<file path="src/rtl/clock_ctrl_pkg.sv">
// Shared types and BCD helpers for the clock time-setting controller.
// Fields are two-digit BCD {tens,units}; the helpers wrap at a caller-supplied limit.
package clock_ctrl_pkg;

  typedef enum logic [2:0] {
    ST_RUN    = 3'd0,
    ST_SET_H  = 3'd1,
    ST_SET_M  = 3'd2,
    ST_SET_S  = 3'd3,
    ST_COMMIT = 3'd4
  } state_t;

  localparam logic [7:0] HH_MAX = 8'h23;
  localparam logic [7:0] MS_MAX = 8'h59;

  function automatic logic [7:0] bcd_inc(input logic [7:0] v, input logic [7:0] lim);
    logic [7:0] r;
    if (v >= lim) begin
      r = 8'h00;
    end else if (v[3:0] >= 4'd9) begin
      r = {v[7:4] + 4'd1, 4'd0};
    end else begin
      r = {v[7:4], v[3:0] + 4'd1};
    end
    return r;
  endfunction

  function automatic logic [7:0] bcd_dec(input logic [7:0] v, input logic [7:0] lim);
    logic [7:0] r;
    if ((v == 8'h00) || (v > lim)) begin
      r = lim;
    end else if (v[3:0] == 4'd0) begin
      r = {v[7:4] - 4'd1, 4'd9};
    end else begin
      r = {v[7:4], v[3:0] - 4'd1};
    end
    return r;
  endfunction

  // A captured field that is not a legal BCD value within range becomes zero.
  function automatic logic [7:0] bcd_check(input logic [7:0] v, input logic [7:0] lim);
    logic [7:0] r;
    if ((v[7:4] > 4'd9) || (v[3:0] > 4'd9) || (v > lim)) begin
      r = 8'h00;
    end else begin
      r = v;
    end
    return r;
  endfunction

endpackage

</file>
<file path="src/rtl/key_debounce.sv">
// Push-button conditioner: 2-FF synchroniser, stability counter and press pulse.
// The pulse is decoded on the last stable sample so the consumer acts DEB_CYC+2 edges after the raw edge.
module key_debounce #(
  parameter int DEB_CYC = 20
) (
  input  logic clk1,
  input  logic rst_n,
  input  logic key_n,
  output logic press
);

  localparam int CW = (DEB_CYC > 1) ? $clog2(DEB_CYC) : 1;
  localparam logic [CW-1:0] CNT_LAST = CW'(DEB_CYC - 1);
  localparam logic [CW-1:0] CNT_ONE  = CW'(1);
  localparam logic [CW-1:0] CNT_ZERO = CW'(0);

  logic          r_sync1;
  logic          r_sync2;
  logic          r_stable;
  logic [CW-1:0] r_cnt;

  // Synchronise the raw level and accept it after DEB_CYC identical samples.
  always_ff @(posedge clk1 or negedge rst_n) begin
    if (!rst_n) begin
      r_sync1  <= 1'b1;
      r_sync2  <= 1'b1;
      r_stable <= 1'b1;
      r_cnt    <= CNT_ZERO;
    end else begin
      r_sync1 <= key_n;
      r_sync2 <= r_sync1;
      if (r_sync2 == r_stable) begin
        r_cnt <= CNT_ZERO;
      end else if (r_cnt == CNT_LAST) begin
        r_stable <= r_sync2;
        r_cnt    <= CNT_ZERO;
      end else begin
        r_cnt <= r_cnt + CNT_ONE;
      end
    end
  end

  assign press = r_stable & ~r_sync2 & (r_cnt == CNT_LAST);

endmodule

</file>
<file path="src/rtl/clock_set_ctrl.sv">
// Time-setting controller: freezes the time counter, edits HH:MM:SS in BCD,
// blinks the field being edited and strobes the edited time back on commit.
module clock_set_ctrl
  import clock_ctrl_pkg::*;
#(
  parameter int CLK_HZ      = 1000,
  parameter int DEBOUNCE_MS = 20,
  parameter int BLINK_HALF  = 250,
  parameter int TIMEOUT_S   = 30
) (
  input  logic       clk1,
  input  logic       rst_n,
  input  logic       key_mode_n,
  input  logic       key_inc_n,
  input  logic       key_dec_n,
  input  logic [7:0] cur_hh,
  input  logic [7:0] cur_mm,
  input  logic [7:0] cur_ss,
  output logic       cnt_en,
  output logic       load,
  output logic [7:0] set_hh,
  output logic [7:0] set_mm,
  output logic [7:0] set_ss,
  output logic [5:0] blank
);

  localparam int DEB_CYC = CLK_HZ * DEBOUNCE_MS / 1000;
  localparam int TO_CYC  = CLK_HZ * TIMEOUT_S;
  localparam int BW      = $clog2(BLINK_HALF);
  localparam int TW      = $clog2(TO_CYC);
  localparam logic [BW-1:0] BLINK_LAST = BW'(BLINK_HALF - 1);
  localparam logic [BW-1:0] BLINK_ONE  = BW'(1);
  localparam logic [BW-1:0] BLINK_ZERO = BW'(0);
  localparam logic [TW-1:0] TO_LAST    = TW'(TO_CYC - 1);
  localparam logic [TW-1:0] TO_ONE     = TW'(1);
  localparam logic [TW-1:0] TO_ZERO    = TW'(0);

  logic w_mode, w_inc, w_dec, w_any;

  key_debounce #(.DEB_CYC(DEB_CYC)) u_deb_mode (.clk1(clk1), .rst_n(rst_n), .key_n(key_mode_n), .press(w_mode));
  key_debounce #(.DEB_CYC(DEB_CYC)) u_deb_inc  (.clk1(clk1), .rst_n(rst_n), .key_n(key_inc_n),  .press(w_inc));
  key_debounce #(.DEB_CYC(DEB_CYC)) u_deb_dec  (.clk1(clk1), .rst_n(rst_n), .key_n(key_dec_n),  .press(w_dec));

  assign w_any = w_mode | w_inc | w_dec;

  state_t        r_state, w_nxt_state;
  logic [7:0]    r_set_hh, r_set_mm, r_set_ss;
  logic [7:0]    w_nxt_hh, w_nxt_mm, w_nxt_ss;
  logic [BW-1:0] r_blink_cnt, w_nxt_blink_cnt;
  logic          r_phase, w_nxt_phase;
  logic [TW-1:0] r_to_cnt, w_nxt_to_cnt;
  logic          w_clr_blink;

  // State, edit buffer, blink and idle-timeout registers.
  always_ff @(posedge clk1 or negedge rst_n) begin
    if (!rst_n) begin
      r_state     <= ST_RUN;
      r_set_hh    <= 8'h00;
      r_set_mm    <= 8'h00;
      r_set_ss    <= 8'h00;
      r_blink_cnt <= BLINK_ZERO;
      r_phase     <= 1'b0;
      r_to_cnt    <= TO_ZERO;
    end else begin
      r_state     <= w_nxt_state;
      r_set_hh    <= w_nxt_hh;
      r_set_mm    <= w_nxt_mm;
      r_set_ss    <= w_nxt_ss;
      r_blink_cnt <= w_nxt_blink_cnt;
      r_phase     <= w_nxt_phase;
      r_to_cnt    <= w_nxt_to_cnt;
    end
  end

  // Mode sequencing, BCD edits, blink restart and timeout; mode outranks inc/dec.
  always_comb begin
    w_nxt_state  = r_state;
    w_nxt_hh     = r_set_hh;
    w_nxt_mm     = r_set_mm;
    w_nxt_ss     = r_set_ss;
    w_nxt_to_cnt = r_to_cnt + TO_ONE;
    w_clr_blink  = 1'b0;
    case (r_state)
      ST_RUN: begin
        w_clr_blink  = 1'b1;
        w_nxt_to_cnt = TO_ZERO;
        if (w_mode) begin
          w_nxt_state = ST_SET_H;
          w_nxt_hh    = bcd_check(cur_hh, HH_MAX);
          w_nxt_mm    = bcd_check(cur_mm, MS_MAX);
          w_nxt_ss    = bcd_check(cur_ss, MS_MAX);
        end else begin
          w_nxt_state = ST_RUN;
        end
      end
      ST_SET_H, ST_SET_M, ST_SET_S: begin
        if (w_any) begin
          w_nxt_to_cnt = TO_ZERO;
        end else begin
          w_nxt_to_cnt = r_to_cnt + TO_ONE;
        end
        if (w_mode) begin
          w_clr_blink = 1'b1;
          case (r_state)
            ST_SET_H: w_nxt_state = ST_SET_M;
            ST_SET_M: w_nxt_state = ST_SET_S;
            default:  w_nxt_state = ST_COMMIT;
          endcase
        end else if (w_inc ^ w_dec) begin
          w_clr_blink = 1'b1;
          case (r_state)
            ST_SET_H: w_nxt_hh = w_inc ? bcd_inc(r_set_hh, HH_MAX) : bcd_dec(r_set_hh, HH_MAX);
            ST_SET_M: w_nxt_mm = w_inc ? bcd_inc(r_set_mm, MS_MAX) : bcd_dec(r_set_mm, MS_MAX);
            default:  w_nxt_ss = w_inc ? bcd_inc(r_set_ss, MS_MAX) : bcd_dec(r_set_ss, MS_MAX);
          endcase
        end else if (!w_any && (r_to_cnt == TO_LAST)) begin
          w_nxt_state = ST_RUN;
        end else begin
          w_nxt_state = r_state;
        end
      end
      ST_COMMIT: begin
        w_nxt_state  = ST_RUN;
        w_nxt_to_cnt = TO_ZERO;
        w_clr_blink  = 1'b1;
      end
      default: begin
        w_nxt_state  = ST_RUN;
        w_nxt_to_cnt = TO_ZERO;
        w_clr_blink  = 1'b1;
      end
    endcase

    if (w_clr_blink) begin
      w_nxt_blink_cnt = BLINK_ZERO;
      w_nxt_phase     = 1'b0;
    end else if (r_blink_cnt == BLINK_LAST) begin
      w_nxt_blink_cnt = BLINK_ZERO;
      w_nxt_phase     = ~r_phase;
    end else begin
      w_nxt_blink_cnt = r_blink_cnt + BLINK_ONE;
      w_nxt_phase     = r_phase;
    end
  end

  // Blank mask: only the active field follows the blink phase.
  always_comb begin
    case (r_state)
      ST_SET_H: blank = {r_phase, r_phase, 4'b0000};
      ST_SET_M: blank = {2'b00, r_phase, r_phase, 2'b00};
      ST_SET_S: blank = {4'b0000, r_phase, r_phase};
      default:  blank = 6'b000000;
    endcase
  end

  assign cnt_en = (r_state == ST_RUN);
  assign load   = (r_state == ST_COMMIT);
  assign set_hh = r_set_hh;
  assign set_mm = r_set_mm;
  assign set_ss = r_set_ss;

endmodule

</file>
<file path="config.mk">
export PLATFORM = sky130hd
export DESIGN_NAME = clock_set_ctrl
export DESIGN_NICKNAME = d
export VERILOG_FILES = /design/src/rtl/clock_ctrl_pkg.sv /design/src/rtl/key_debounce.sv /design/src/rtl/clock_set_ctrl.sv
export SDC_FILE = /design/constraint.sdc
export NUM_CORES = 1
export LEC_CHECK = 0
export BUFFER_PORTS_ARGS = -buffer_cell sky130_fd_sc_hd__buf_2
export CAP_MARGIN = 20
export CORE_AREA = 3 3 141 143
export DETAILED_ROUTE_END_ITERATION = 7
export DIE_AREA = 0 0 144 146
export SKIP_LAST_GASP = 1
export SLEW_MARGIN = 10
export SYNTH_ARGS = -nofsm -noshare
export SYNTH_HDL_FRONTEND = slang
export SYNTH_SLANG_ARGS = --single-unit
</file>
<file path="constraint.sdc">
create_clock -name clk1 -period 2.5 [get_ports clk1]
set_input_delay 0.125 -clock clk1 [delete_from_list [all_inputs] [get_ports clk1]]
set_output_delay 0.125 -clock clk1 [all_outputs]
set_load 0.01 [all_outputs]
</file>
# Word level (Yosys, flattened, before mapping)
# Index checks and enable logic that the tools add are counted.
[word_totals]
memories = 0
latch_bits = 0
ramBits = 0
out_inout_bits = 32
reg_bits = 75
in_bits = 29
romBits = 0
[op_classes]
shifts = 0
n_reduce_logical = 32
mux = 55
mul = 0
n_eq_ne = 26
n_div = 0
n_bitwise = 16
n_lt_le_gt_ge = 18
n_addsub = 17
[op_table]
columns = ["op", "count"]
rows = [
  ["$mux 8", 32],
  ["$pmux 8 s2", 3],
  ["$gt 8x7->1 const B", 4],
  ["$mux 15", 2],
  ["$mux 5", 6],
  ["$add 4x1->4 const B", 6],
  ["$gt 4x4->1 const B", 6],
  ["$logic_not 8->1", 3],
  ["$ne 4x4->1 const B", 6],
  ["$sub 4x1->4 const B", 6],
  ["$reduce_and 7->1", 3],
  ["$pmux 6 s3", 1],
  ["$ge 8x7->1 const B", 2],
  ["$gt 8x6->1 const B", 2],
  ["$add 15x1->15 const B", 1],
  ["$add 5x1->5 const B", 3],
  ["$eq 15x15->1 const B", 1],
  ["$eq 5x5->1 const B", 3],
  ["$reduce_and 5->1", 3],
  ["$ge 4x4->1 const B", 3],
  ["$logic_not 4->1", 3],
  ["$pmux 3 s2", 2],
  ["$ne 2x2->1 const B", 5],
  ["$logic_or 1x1->1", 9],
  ["22 further kinds", 49],
]

# Depth between registers and ports, before layout
[depth]
depth_word = 11
depth_mapped = 9
depth_no_buf = 8

# By module
# Synthesis repeated with hierarchy kept, for this count alone.
[hier_totals]
hier_cells = 517
hier_area_um2 = 4984.8
[modules_own_cells]
columns = ["mod", "area_each_um2", "cells_each", "instances"]
rows = [
  ["clock_set_ctrl", 3903.7, 433, 1],
  ["key_debounce", 360.3, 28, 3],
]

# Worst setup path after synthesis
# No wires, ideal clock.
[synth_timing]
path_type = "register to register"
from = "register u_deb_inc.r_cnt[0]"
to = "register r_set_mm[4], in the netlist set_mm[4]"
setup_ps = 125
arrival_ps = 2233
stages_incl_launch_ff = 9
path_buffers = 1
slack_ps = 142
cell_sequence = "dfrtp_1 > ha_1 > nor4bb_1 > buf_6 > nand2_8 > xnor2_4 > o31a_2 > nor2_1 > mux2_2"
[synth_via]
elab_chain_cells = 7
elab_cells_between_ends = 12
classes_between = "eq/ne (4); mux (5); bitwise (2); reduce/logical (1)"
[synth_lines]
columns = ["element", "line", "rtl"]
rows = [
  ["start, declared", "key_debounce.sv:20", "logic [CW-1:0] r_cnt;"],
  ["start signal, assigned", "key_debounce.sv:38", "r_cnt <= r_cnt + CNT_ONE;"],
  ["$eq 5x5->1 (*)", "key_debounce.sv:43", "assign press = r_stable & ~r_sync2 & (r_cnt == CNT_LAST);"],
  ["$and 1x1->1 (*)", "key_debounce.sv:43", ""],
  ["$mux 8", "clock_set_ctrl.sv:113", "ST_SET_M: w_nxt_mm = w_inc ? bcd_inc(r_set_mm, MS_MAX) : bcd_dec(r_set_mm, MS_MAX);"],
  ["$mux 8", "clock_set_ctrl.sv:111", "case (r_state)"],
  ["$mux 8", "clock_set_ctrl.sv:109", "end else if (w_inc ^ w_dec) begin"],
  ["$mux 8", "clock_set_ctrl.sv:102", "if (w_mode) begin"],
  ["$pmux 8 s2", "clock_set_ctrl.sv:83", "case (r_state)"],
  ["end signal, assigned", "clock_set_ctrl.sv:67", "r_set_mm <= w_nxt_mm;"],
  ["end, declared", "clock_set_ctrl.sv:47", "logic [7:0] r_set_hh, r_set_mm, r_set_ss;"],
]
# Every way passes the cells marked *; elsewhere a longest branch is shown, timed or not. The select of a mux whose other input is x is not followed.
# A chain may end at the register's enable or synchronous reset.

# Worst setup path after layout
[layout_timing]
from = "register r_set_ss[5], in the netlist set_ss[5]"
to = "register r_set_ss[6], in the netlist set_ss[6]"
[layout_via]
elab_chain_cells = 8
elab_cells_between_ends = 18
classes_between = "add/sub (2); order compare (2); eq/ne (2); mux (9); reduce/logical (3)"
[layout_lines]
columns = ["element", "line", "rtl"]
rows = [
  ["start, declared", "clock_set_ctrl.sv:47", ""],
  ["start signal, assigned", "clock_set_ctrl.sv:68", "r_set_ss <= w_nxt_ss;"],
  ["$gt 8x7->1 (tied with other cells)", "clock_ctrl_pkg.sv:30", "if ((v == 8'h00) || (v > lim)) begin"],
  ["$logic_or 1x1->1 (tied with other cells)", "clock_ctrl_pkg.sv:30", ""],
  ["$mux 8, on equally long branches", "clock_ctrl_pkg.sv:30, clock_ctrl_pkg.sv:18", ""],
  ["$mux 8", "clock_set_ctrl.sv:114", "default: w_nxt_ss = w_inc ? bcd_inc(r_set_ss, MS_MAX) : bcd_dec(r_set_ss, MS_MAX);"],
  ["$mux 8", "clock_set_ctrl.sv:111", ""],
  ["$mux 8", "clock_set_ctrl.sv:109", ""],
  ["$mux 8", "clock_set_ctrl.sv:102", ""],
  ["$pmux 8 s2", "clock_set_ctrl.sv:83", ""],
]
# Several ways; a longest one is shown, not always the timed one. The select of a mux whose other input is x is not followed.

==> results.json <==
{
  "outcome": "finished clean",
  "dp_hpwl_um": 8580,
  "design_area_sq_um": 5800,
  "antenna_found_initial": 0,
  "syn_inst": 505,
  "die_h_um": 146,
  "switching_share_pct": 21.5,
  "die_area_sq_um": 21000,
  "clk_pin_slew_ps": 60,
  "h-tree-depth": 3,
  "drtIter0Drc": 276,
  "avgSynthCellArea_sq_um": 9.27,
  "dpl-instance-area_sq_um": 5400,
  "power.density_nw_per_um2": 483,
  "gp_congestion": 0.851,
  "critPathKind": "register to register",
  "ys_types": 70,
  "tns_ps": 0,
  "drc_errors": 0,
  "power_frac_seq_pct": 44.5,
  "final_common_cell": "dfrtp_1",
  "end_kind": "register",
  "start_util_pct": 25.0,
  "regArea_sq_um": 1890,
  "yosys_most_used_dff": "dfrtp_1",
  "grt.overflow.total": 0,
  "grt_pass1_vias": 3805,
  "drtPass1Iterations": 4,
  "clock_sinks": 75,
  "hold_viol_final": 0,
  "slew_headroom_pct": 61.2,
  "fin_crit_sh_pct": 94.5,
  "worst_slew_pin_slew_ps": 567,
  "layout_common_cells": "66 x dfrtp_1, 61 x nor2_1, 59 x buf_2",
  "p_leak_uw": 0.00244,
  "n_fill_cell": 1954,
  "power.internal_uw": 2200,
  "final_layout_size_suffix_gt1_share_pct": 22.4,
  "vias": 3946,
  "syn-cell-area_sq_um": 4680,
  "synth-edff-count": 0,
  "grtUsageTotal_pct": 11.0,
  "skew_ps": 7.85,
  "viasPerCell": 4.77,
  "ys_ff_latch": 75,
  "finalSetupViolations": 0,
  "pwr-share-comb_pct": 4.3,
  "min_period_ps": 2360,
  "drv_cap": 0,
  "vdd_drop_max_mv": 0.364,
  "antenna_left": 0,
  "root_buffer": "clkbuf_16",
  "num_io_pins": 61,
  "cp.arrival_ps": 2560,
  "critPathMaxFanout": 6,
  "fp.dieW_um": 144,
  "clk_path_buf_depth": 2,
  "row_count": 50,
  "ys_async_sr_fraction_pct": 100,
  "cts_tree": "done",
  "routedWlPerCell_um": 13.8,
  "antennaDiodeCount": 0,
  "ys_warn_count": 0,
  "finalWirelength_um": 11400,
  "critPathRequiredTime_ps": 2700,
  "yosysSeqAreaShare_pct": 40.3,
  "p_sw_uw": 603,
  "grt_max_degree": 76,
  "cts-buffers-inserted": 9,
  "fin_nets": 644,
  "fmax_mhz": 423,
  "multi_input_area_sq_um": 2630,
  "grt_pass1_wl_um": 18900,
  "cp-start-kind": "register",
  "syn-num-nets": 561,
  "area_delta_synth_final_pct": 23.9,
  "clkPwrFrac_pct": 51.2,
  "clock_latency_ps": 340,
  "io_buffers": 60,
  "core-area_sq_um": 18700,
  "worstHoldPathType": "input port to register",
  "drv_slew": 0
}
==> synth_stat cells, types with 8 or more instances <==
cell type | instances | share of area [%]
dfrtp_1 | 66 | 35
nor2_1 | 61 | 4.9
nand2_1 | 35 | 2.8
ha_1 | 27 | 7.2
inv_1 | 27 | 2.2
nand3_1 | 24 | 2.6
a21oi_1 | 23 | 2.5
nor3_1 | 20 | 2.1
o21ai_0 | 20 | 2.1
xnor2_1 | 18 | 3.4
xor2_1 | 15 | 2.8
clkbuf_1 | 11 | 0.88
nand2b_1 | 11 | 1.5
dfstp_2 | 9 | 5.1
a22oi_1 | 8 | 1.3
o31ai_1 | 8 | 1.3
==> timing repair <==
action	4_1_cts	5_1_grt
hold endpoints to repair	69	0
setup buffers	0	1
gates resized for setup	0	4
setup endpoints to repair	0	8
hold buffers	4	0
==> area by class of cell <==
cell class | count | area share (%)
Clock inverter | 6 | 1.64
Tap cell | 234 | 5.05
Sequential cell | 75 | 32.6
Clock buffer | 10 | 4.12
Multi-Input combinational cell | 387 | 45.4
Inverter | 27 | 1.75
Timing Repair Buffer | 88 | 9.45
==> per-stage QoR <==
stage	power [uW]	hold slack (ps)	setup slack, ps	std cells	utilization, %
final	2800	53.5	137	827	31.0
after global routing	2910	59.4	-7.91	827	31.0
after CTS	2840	46.0	81.4	826	30.9
after detailed placement	1380	178	96.0	806	28.9
after floorplan	1310	-171	142	505	-
after global placement	1380	173	150	806	28.9
==> per-layer routing <==
metal / vias to the layer above / wire length [um] / GRT usage, %
li1: 1973 / - / -
met1: 1873 / 5420 / 14.9
met2: 92 / 5420 / 17.5
met3: 8 / 530 / 2.86
met4: 0 / 74 / 2.50
met5: - / 0 / 0
==> power groups by stage <==
stage          sequential [uW]  clock, uW  combinational [uW]
2_1_floorplan             1270          0                47.1
3_3_place_gp              1270          0                 117
3_5_place_dp              1270          0                 116
4_1_cts                   1250       1470                 122
5_1_grt                   1250       1520                 136
6_report                  1250       1430                 120
==> worst paths after layout <==
| check | start | slack [ps] | end | cells past startpoint |
|---|---|---|---|---|
| min reg2reg | u_deb_mode.r_sync1$_DFF_PN1_ | 360 | u_deb_mode.r_sync2$_DFF_PN1_ | 0 |
| min | cur_hh[0] | 50 | set_hh[0]$_DFFE_PN0P_ | 3 |
| min in group asynchronous | rst_n | 330 | set_hh[2]$_DFFE_PN0P_ | 3 |
| max in group asynchronous | rst_n | 1810 | u_deb_inc.r_stable$_DFFE_PN1P_ | 3 |
| max | set_ss[5]$_DFFE_PN0P_ | 140 | set_ss[6]$_DFFE_PN0P_ | 8 |
| max reg2reg | set_ss[5]$_DFFE_PN0P_ | 140 | set_ss[6]$_DFFE_PN0P_ | 8 |
==> sequential cells by signal, indices dropped and copies added (netlist names), 3 cells and up <==
name and flops:
r_to_cnt 15, r_blink_cnt 8, set_hh 8, set_mm 8, set_ss 8, u_deb_dec.r_cnt 5
u_deb_inc.r_cnt 5, u_deb_mode.r_cnt 5, r_state 3
==> worst max-delay path, cell delays in order (launching register included) <==
cell	delay [ps]
dfrtp_1	450
inv_1	120
ha_1	190
nand4_1	90
a2bb2oi_1	140
o22ai_1	340
a21oi_1	160
a2111oi_0	570
o2bb2ai_1	150
==> cell families (layout without fill, tap and decap cells) <==
kind of cell | after synthesis | in the layout | share of synthesized area [%]
muxes | 14 | 14 | 3.26
adders and majority gates | 27 | 27 | 7.22
buffers and inverters | 43 | 131 | 3.88
DFF | 75 | 75 | 40.3
xor gates and xnor gates | 34 | 34 | 6.76
and+or+nand+nor | 207 | 207 | 23.2
AOI/OAI and AO/OA | 105 | 105 | 15.3
Note: power is estimated with default switching activity, not from simulation.
